[src/rtl/sa_en_sequencer_pkg.sv]
// sa_pkg: shared types and helpers for the systolic-array enable sequencer.
//   state_t    : sequencer FSM states
//   MODE_*     : run mode encodings (latched at start)
//   sa_clog2() : ceil(log2(v)); used to check the step counter is wide enough
package sa_pkg;

    typedef enum logic [1:0] {
        ST_IDLE = 2'd0,
        ST_RUN  = 2'd1,
        ST_DONE = 2'd2
    } state_t;

    localparam logic MODE_TABLE = 1'b0;
    localparam logic MODE_WAVE  = 1'b1;

    function automatic int sa_clog2(input int v);
        int r;
        r = 0;
        while ((1 << r) < v) r++;
        return r;
    endfunction

endpackage

[src/rtl/sa_en_table.sv]
// sa_en_table: N_STEPS x N_ROWS pattern register file.
//   clk, rst : clock, async active-high reset (clears every entry)
//   we       : write strobe; caller has already qualified state and range
//   waddr    : entry written on the next rising edge
//   wdata    : entry value
//   raddr    : combinational read index
//   rdata    : entry at raddr; zero for indices beyond the table
module sa_en_table #(
    parameter int N_ROWS  = 3,
    parameter int N_STEPS = 9,
    parameter int CNT_W   = 4
) (
    input  logic              clk,
    input  logic              rst,
    input  logic              we,
    input  logic [CNT_W-1:0]  waddr,
    input  logic [N_ROWS-1:0] wdata,
    input  logic [CNT_W-1:0]  raddr,
    output logic [N_ROWS-1:0] rdata
);

    logic [N_STEPS-1:0][N_ROWS-1:0] mem;

    always_ff @(posedge clk or posedge rst) begin
        if (rst) begin
            mem <= '0;
        end else begin
            for (int j = 0; j < N_STEPS; j++) begin
                if (we && (waddr == CNT_W'(j))) mem[j] <= wdata;
            end
        end
    end

    // Compare-and-select read: indices outside the table can never alias
    // onto a real entry, they simply read as zero.
    always_comb begin
        rdata = '0;
        for (int j = 0; j < N_STEPS; j++) begin
            if (raddr == CNT_W'(j)) rdata = mem[j];
        end
    end

endmodule

[src/rtl/sa_en_sequencer.sv]
// sa_en_sequencer: per-row PE enable sequencer for the systolic array.
// Runs up to N_STEPS steps (TABLE mode) or len steps (WAVE mode) after a
// start request, producing one row-enable vector per step.
//   clk, rst  : clock, async active-high reset (aborts a run, no done)
//   start     : run request, only looked at in IDLE
//   stall     : freezes the step counter and masks en
//   mode      : MODE_TABLE / MODE_WAVE, latched at start
//   len       : run length in steps, latched at start
//   cfg_we    : pattern table write strobe (IDLE only, addr < N_STEPS)
//   cfg_addr  : pattern table index
//   cfg_data  : pattern table entry
//   en        : row enables for the current step
//   cnt       : current step index
//   busy      : high while running
//   done      : one-cycle pulse after the last step
module sa_en_sequencer
    import sa_pkg::*;
#(
    parameter int N_ROWS  = 3,
    parameter int N_STEPS = 9,
    parameter int CNT_W   = 4,
    parameter int WAVE_W  = 1
) (
    input  logic              clk,
    input  logic              rst,
    input  logic              start,
    input  logic              stall,
    input  logic              mode,
    input  logic [CNT_W-1:0]  len,
    input  logic              cfg_we,
    input  logic [CNT_W-1:0]  cfg_addr,
    input  logic [N_ROWS-1:0] cfg_data,
    output logic [N_ROWS-1:0] en,
    output logic [CNT_W-1:0]  cnt,
    output logic              busy,
    output logic              done
);

    localparam int CNT_MIN = sa_clog2(N_STEPS + 1);
    localparam logic [CNT_W-1:0] NSTEPS_C = CNT_W'(N_STEPS);

    // The counter must be able to hold N_STEPS itself (len clamp value).
    if (CNT_W < CNT_MIN) begin : g_cnt_w_check
        $error("sa_en_sequencer: CNT_W too small for N_STEPS");
    end

    state_t            state;
    logic [CNT_W-1:0]  cnt_q;
    logic [CNT_W-1:0]  len_q;
    logic              mode_q;
    logic              busy_q;
    logic              done_q;

    logic [CNT_W-1:0]  len_eff;
    logic              cfg_ok;
    logic [N_ROWS-1:0] tab_en;
    logic [N_ROWS-1:0] wave_en;
    logic [N_ROWS-1:0] en_raw;
    logic [CNT_W:0]    cnt_x;

    // Table runs can never go past the last entry; wave runs use len as is.
    assign len_eff = ((mode == MODE_TABLE) && (len > NSTEPS_C)) ? NSTEPS_C : len;

    assign cfg_ok  = cfg_we && (state == ST_IDLE) && (cfg_addr < NSTEPS_C);

    sa_en_table #(
        .N_ROWS  (N_ROWS),
        .N_STEPS (N_STEPS),
        .CNT_W   (CNT_W)
    ) u_table (
        .clk   (clk),
        .rst   (rst),
        .we    (cfg_ok),
        .waddr (cfg_addr),
        .wdata (cfg_data),
        .raddr (cnt_q),
        .rdata (tab_en)
    );

    // Wavefront: row i is active for steps [i, i+WAVE_W). One extra bit
    // keeps i+WAVE_W from wrapping for rows near the top of the counter.
    assign cnt_x = {1'b0, cnt_q};

    for (genvar i = 0; i < N_ROWS; i++) begin : g_wave
        localparam logic [CNT_W:0] HI = (CNT_W+1)'(i + WAVE_W);
        if (i == 0) begin : g_row0
            assign wave_en[i] = (cnt_x < HI);
        end else begin : g_rown
            localparam logic [CNT_W:0] LO = (CNT_W+1)'(i);
            assign wave_en[i] = (cnt_x >= LO) && (cnt_x < HI);
        end
    end

    assign en_raw = (mode_q == MODE_WAVE) ? wave_en : tab_en;

    // Only combinational path from an input to an output: stall masking.
    assign en   = (busy_q && !stall) ? en_raw : '0;
    assign cnt  = cnt_q;
    assign busy = busy_q;
    assign done = done_q;

    always_ff @(posedge clk or posedge rst) begin
        if (rst) begin
            state  <= ST_IDLE;
            cnt_q  <= '0;
            len_q  <= '0;
            mode_q <= MODE_TABLE;
            busy_q <= 1'b0;
            done_q <= 1'b0;
        end else begin
            case (state)
                ST_IDLE: begin
                    cnt_q  <= '0;
                    busy_q <= 1'b0;
                    done_q <= 1'b0;
                    if (start) begin
                        mode_q <= mode;
                        len_q  <= len_eff;
                        if (len_eff == '0) begin
                            state  <= ST_DONE;
                            done_q <= 1'b1;
                        end else begin
                            state  <= ST_RUN;
                            busy_q <= 1'b1;
                        end
                    end
                end
                ST_RUN: begin
                    if (!stall) begin
                        // Last step: cnt stays put through the DONE cycle.
                        if (cnt_q == len_q - CNT_W'(1)) begin
                            state  <= ST_DONE;
                            busy_q <= 1'b0;
                            done_q <= 1'b1;
                        end else begin
                            cnt_q <= cnt_q + CNT_W'(1);
                        end
                    end
                end
                ST_DONE: begin
                    state  <= ST_IDLE;
                    cnt_q  <= '0;
                    busy_q <= 1'b0;
                    done_q <= 1'b0;
                end
                default: begin
                    state  <= ST_IDLE;
                    cnt_q  <= '0;
                    busy_q <= 1'b0;
                    done_q <= 1'b0;
                end
            endcase
        end
    end

endmodule

[config.mk]
export PLATFORM = sky130hd
export DESIGN_NAME = sa_en_sequencer
export DESIGN_NICKNAME = d
export VERILOG_FILES = /design/src/rtl/sa_en_sequencer_pkg.sv /design/src/rtl/sa_en_table.sv /design/src/rtl/sa_en_sequencer.sv
export SDC_FILE = /design/constraint.sdc
export NUM_CORES = 1
export LEC_CHECK = 0
export ABC_AREA = 1
export ABC_CLOCK_PERIOD_IN_PS = 2510
export CORE_MARGIN = 4
export CORE_UTILIZATION = 60
export CTS_CLUSTER_SIZE = 10
export DETAILED_ROUTE_END_ITERATION = 7
export PLACE_DENSITY = 0.85
export SYNTH_ARGS = -nofsm -noshare
export SYNTH_HDL_FRONTEND = slang
export SYNTH_SLANG_ARGS = --single-unit
[constraint.sdc]
create_clock -name clk -period 2.51 [get_ports clk]
set_input_delay 0.3765 -clock clk [delete_from_list [all_inputs] [get_ports clk]]
set_output_delay 0.3765 -clock clk [all_outputs]
set_load 0.005 [all_outputs]
# --- After elaboration in Yosys (flattened, before gate mapping) ---
# Cells that the tools add are included.
classes:
  n_eq_ne: 22
  n_bitwise: 1
  reduce_logical: 24
  order_cmp: 7
  n_addsub: 2
  n_mux: 30
op_table:
  columns: ["cell", "count"]
  rows:
  - ["$mux W3", 11]
  - ["$eq A4 B3 Y1 const B", 8]
  - ["$eq A4 B2 Y1 const B", 4]
  - ["$mux W4", 4]
  - ["$logic_and A1 B1 Y1", 15]
  - ["$logic_not A4 Y1", 3]
  - ["$eq A4 B1 Y1 const B", 2]
  - ["$eq A4 B4 Y1 const B", 2]
  - ["$lt A4 B2 Y1 const B", 2]
  - ["$mux W1", 8]
  - ["$mux W2", 4]
  - ["$ne A2 B2 Y1 const B", 4]
  - ["$reduce_and A2 Y1", 3]
  - ["$add A4 B1 Y4 const B", 1]
  - ["$eq A4 B4 Y1", 1]
  - ["$ge A4 B1 Y1 const B", 1]
  - ["$ge A4 B2 Y1 const B", 1]
  - ["$gt A4 B4 Y1 const B", 1]
  - ["$lt A4 B1 Y1 const B", 1]
  - ["$lt A4 B4 Y1 const B", 1]
  - ["$pmux W1 S2", 2]
  - ["$pmux W2 S2", 1]
  - ["$sub A4 B1 Y4 const B", 1]
  - ["$reduce_and A3 Y1", 1]
  - ["other kinds (4)", 4]
word_totals:
  register_bits: 40

# --- Logic depth before layout (Yosys ltp) ---
# Gate-level depths: netlist (run 1).
depth:
  ltp_word: 12
  depth_mapped: 14
  mapped_depth_nobuf: 14

# --- Hierarchy ---
# Synthesis (run 1) repeated with hierarchy kept, for this count alone.
hier_totals:
  hier_cells: 293
  area_unflattened_um2: 2265.9
modules_own_cells:
  columns: ["module", "cells_each", "instances", "area_per_inst_um2"]
  rows:
  - ["sa_en_table", 174, 1, 1376.3]
  - ["sa_en_sequencer", 119, 1, 889.6]

# --- Worst setup path before layout (run 1) ---
# OpenSTA, ideal clock, no wires.
synth_path:
  path_type: "register to output"
  start: "reg cnt_q[1], in the netlist cnt[1]"
  end: "out en[1]"
  path_stages_with_launch: 15
  required_time_ns: 2.134
  path_slack_ns: 0.582
  t_arrival_ns: 1.551
  path_cell_list: "dfrtp_1 inv_1 ha_1 inv_1 nor2_1 nand3_1 nand2_1 nand2_1 nand2_1 nand2_1 nand2_1 nand2_1 nand2_1 nand2_1 a21oi_1"
synth_between:
  elab_chain_cells: 12
  elab_cells_between_ends: 23
  classes_between: "2 x order compare; 8 x eq/ne; 11 x mux; 2 x reduce/logical"
synth_lines:
  columns: ["element", "line_no", "rtl"]
  rows:
  - ["start: declaration", "sa_en_sequencer.sv:48", "logic [CNT_W-1:0] cnt_q;"]
  - ["start signal: assignment", "sa_en_sequencer.sv:136", "cnt_q <= cnt_q + CNT_W'(1);"]
  - ["$logic_not A4 Y1", "sa_en_table.sv:39", "if (raddr == CNT_W'(j)) rdata = mem[j];"]
  - ["$mux W3 (9 in a row)", "sa_en_table.sv:39", null]
  - ["$mux W3 *", "sa_en_sequencer.sv:94", "assign en_raw = (mode_q == MODE_WAVE) ? wave_en : tab_en;"]
  - ["$mux W3 *", "sa_en_sequencer.sv:97", "assign en = (busy_q && !stall) ? en_raw : '0;"]
  - ["end: declaration", "sa_en_sequencer.sv:33", "output logic [N_ROWS-1:0] en,"]
# Every way passes the cells marked *; elsewhere a longest branch is shown, timed or not.

# --- Final worst setup path (run 1) ---
layout_path:
  start: "reg cnt_q[0], in the netlist cnt[0]"
  end: "out en[1]"
# Same word-level chain as after synthesis.

==> impl_metrics.toml, run 1 <==
[synth]
yosys_warnings = 0
syn_area_um2 = 2260
postSynthAreaPerCell_um2 = 7.64
yosysSeqAreaShare = 0.443
ys_async_sr_fraction = 1.00
synth_area_leaders = "dfrtp_1 44%, nand2_1 13%, o21ai_0 8.2%"
synthFlopType = "dfrtp_1"
synth_top_area_share = 0.443
synth_edf_count = 0
synthCells = 296
syn_nets = 319
synth_seq_cells = 40
synthDistinctLibCells = 31
yosys.area.top_type = "dfrtp_1"

[global_route]
grt.overflow.total = 0
grt_antenna_before_repair = 0
grt_max_degree = 41
grt_pass1_wl_um = 9920
grt_pass1_vias = 2141
grt_usage = 0.258

[sta]
final_max_slew_viol_count = 0
slew_headroom = 0.662
setup_ws_ns = -0.128
fmax_ghz = 0.379
timing.final.crit_share = 1.05
worst_slew_pin_slew_ns = 0.507
holdWs_ns = 0.489
setup_viol = 1
min_period_ns = 2.64
grt_setup_unrepaired = "yes"
finalHoldViolCount = 0
setup_tns_ns = -0.128
skew_ns = 0.0139

[routing]
drt-initial-drc-count = 361
drc = 0
wl_met3_um = 601
vias = 2336
top_layer = "met4"
wl_per_cell_um = 16.6
drtPass1Iterations = 6
ant_nets = 0
viasPerCell = 5.83
wl_met2_um = 2990
drt-met1-wl_um = 2710
wl_um = 6640

[clocking]
clockBufferDepth = 2
postCtsHoldBufs = 0
cts.sink_count = 40
cts_root_buffer = "clkbuf_8"
cts-buffers-inserted = 5
cts_tree = "done"
clkTransAtPathRegs_ns = 0.08
insertion_delay_ns = 0.30
htree_num_levels = 2

[floorplan]
num_io_pins = 26
num_rows = 22
dieHeight_um = 69.4
core_um2 = 3660
die_w_um = 69.4
dieArea_um2 = 4810
initial_core_util = 0.618

[place]
io_buffers = 25
dpl.hpwl_um = 3900
gp_congestion = 0.905
placedInstanceArea_um2 = 2640
place_ws_ns = 0.0113
placed_cells = 378

[status]
violations = "negative setup slack"
status = "complete, but fails checks"

[finish]
syn_to_final_growth_pct = 31.2
layout_commonest_cell = "nand2_1"
fin_util = 0.810
final_cell_area_um2 = 2970
drive_gt1_frac = 0.212
antenna_cells = 0
layout_common_cells = "79 x nand2_1, 39 x inv_1, 37 x o21ai_0, 37 x dfrtp_1, 24 x nor2_1"
nNetsFinal = 375
fin_cells = 401

[worst_setup_path]
crit_path_max_fanout = 4
cp-end-kind = "output port"
max_stage_delay_ns = 0.41
cp_cell_sequence = "buf_6 > ha_4 > inv_4 > nor2_4 > buf_6 > nand2_2 > nand2_1 > nand2_1 > nand2_1 > nand2_1 > nand2_1 > nand2_1 > nand2_1 > nand2_1 > a21oi_2 > buf_2"
crit_arrival_ns = 2.26
critPathSlowestCell = "dfrtp_1"
cpMostUsedCell = "nand2_1"
cp.required_ns = 2.13
start_kind = "flop"
worstSetupPathType = "flop to output port"

[power]
ir_worst_vdd_uv = 814
power_leakage_nw = 1.46
power_density_nw_per_um2 = 1000
total_power_mw = 2.98

[min_path]
min_path_type = "flop to flop"

[job]
drv_cap = 0
cell usage after synthesis, types with 2 or more instances:
cell       n
inv_1     43
o21ai_1    3
nand3_1   17
nor3b_2    2
nand3b_1   3
or2_2      2
xor2_1     2
nand2_1   81
dfrtp_1   40
a21oi_1    4
nor3_1     5
o21ai_0   37
xnor2_1    3
nor2_1    26
nand2_2    3
inv_2      2
nand4_1    4
ha_1       6
path summary, 6_finish.rpt:
kind	startpoint	end	slack (ns)	cells after the start
worst min register to register	u_table.mem[26]	u_table.mem[26]	0.49	2
max in group asynchronous	rst	cnt[3]	1.62	3
worst max-delay path	cnt[0]	en[1]	-0.13	16
worst min-delay path	u_table.mem[26]	u_table.mem[26]	0.49	2
worst max register to register	cnt[1]	cnt[2]	0.59	9
min in group asynchronous	rst	u_table.mem[1]	0.50	3
critical path, delay by kind of cell (launching register included):
| kind | cells | cell delay (ns) |
|---|---|---|
| and+or+nand+nor | 10 | 0.79 |
| buffers and inverters | 4 | 0.45 |
| DFF | 1 | 0.41 |
| adders and majority gates | 1 | 0.17 |
| AOI/OAI and AO/OA | 1 | 0.14 |
state kept, by name (all words and copies together), names as in the netlist:
| register | cells |
|---|---|
| mode_q | 1 |
| len_q | 4 |
| busy | 1 |
| done | 1 |
| cnt | 4 |
| u_table.mem | 27 |
| state | 2 |
layout make-up:
class	instances	area [um2]
clock buffers	6	82.6
clock inverters	2	10.0
fillers	212	694
inverters	45	179
multi-input cells	210	1190
flip-flops and latches	40	1000
well taps	48	60.1
repair buffers	50	438
routing by layer:
layer | vias to the layer above | global-route usage
met5 | - | 0
met4 | 0 | 0.134
met3 | 49 | 0.0522
met2 | 149 | 0.395
met1 | 1077 | 0.344
li1 | 1061 | -
where the power goes:
group          internal, mW  leakage, nW  total, mW  switching, mW
registers             0.870        0.519       1.02          0.148
logic                 0.657        0.892       1.51          0.853
clock network         0.220       0.0510      0.453          0.233
total                  1.75         1.46       2.98           1.23
timing repair:
item / 4_1_cts / 5_1_grt
resized for setup: 23 / 26
setup endpoints to repair: 3 / 3
setup buffers: 11 / 5
pin swaps: 5 / 14
hold endpoints to repair: 0 / 0
logic make-up after synthesis:
group / Yosys count / share of synthesized area
AOI/OAI and AO/OA: 50 / 0.123
xor gates and xnor gates: 5 / 0.0194
adders and majority gates: 6 / 0.0332
buffers and inverters: 46 / 0.0797
DFF: 40 / 0.443
and+or+nand+nor: 149 / 0.302
Note: power is estimated with default switching activity, not from simulation.
==> run 2, diff against run 1 <==
GPL_TIMING_DRIVEN = 1   (was default)
==> results of run 2 <==
Final layout, timing and power as in run 1 (identical DEF).
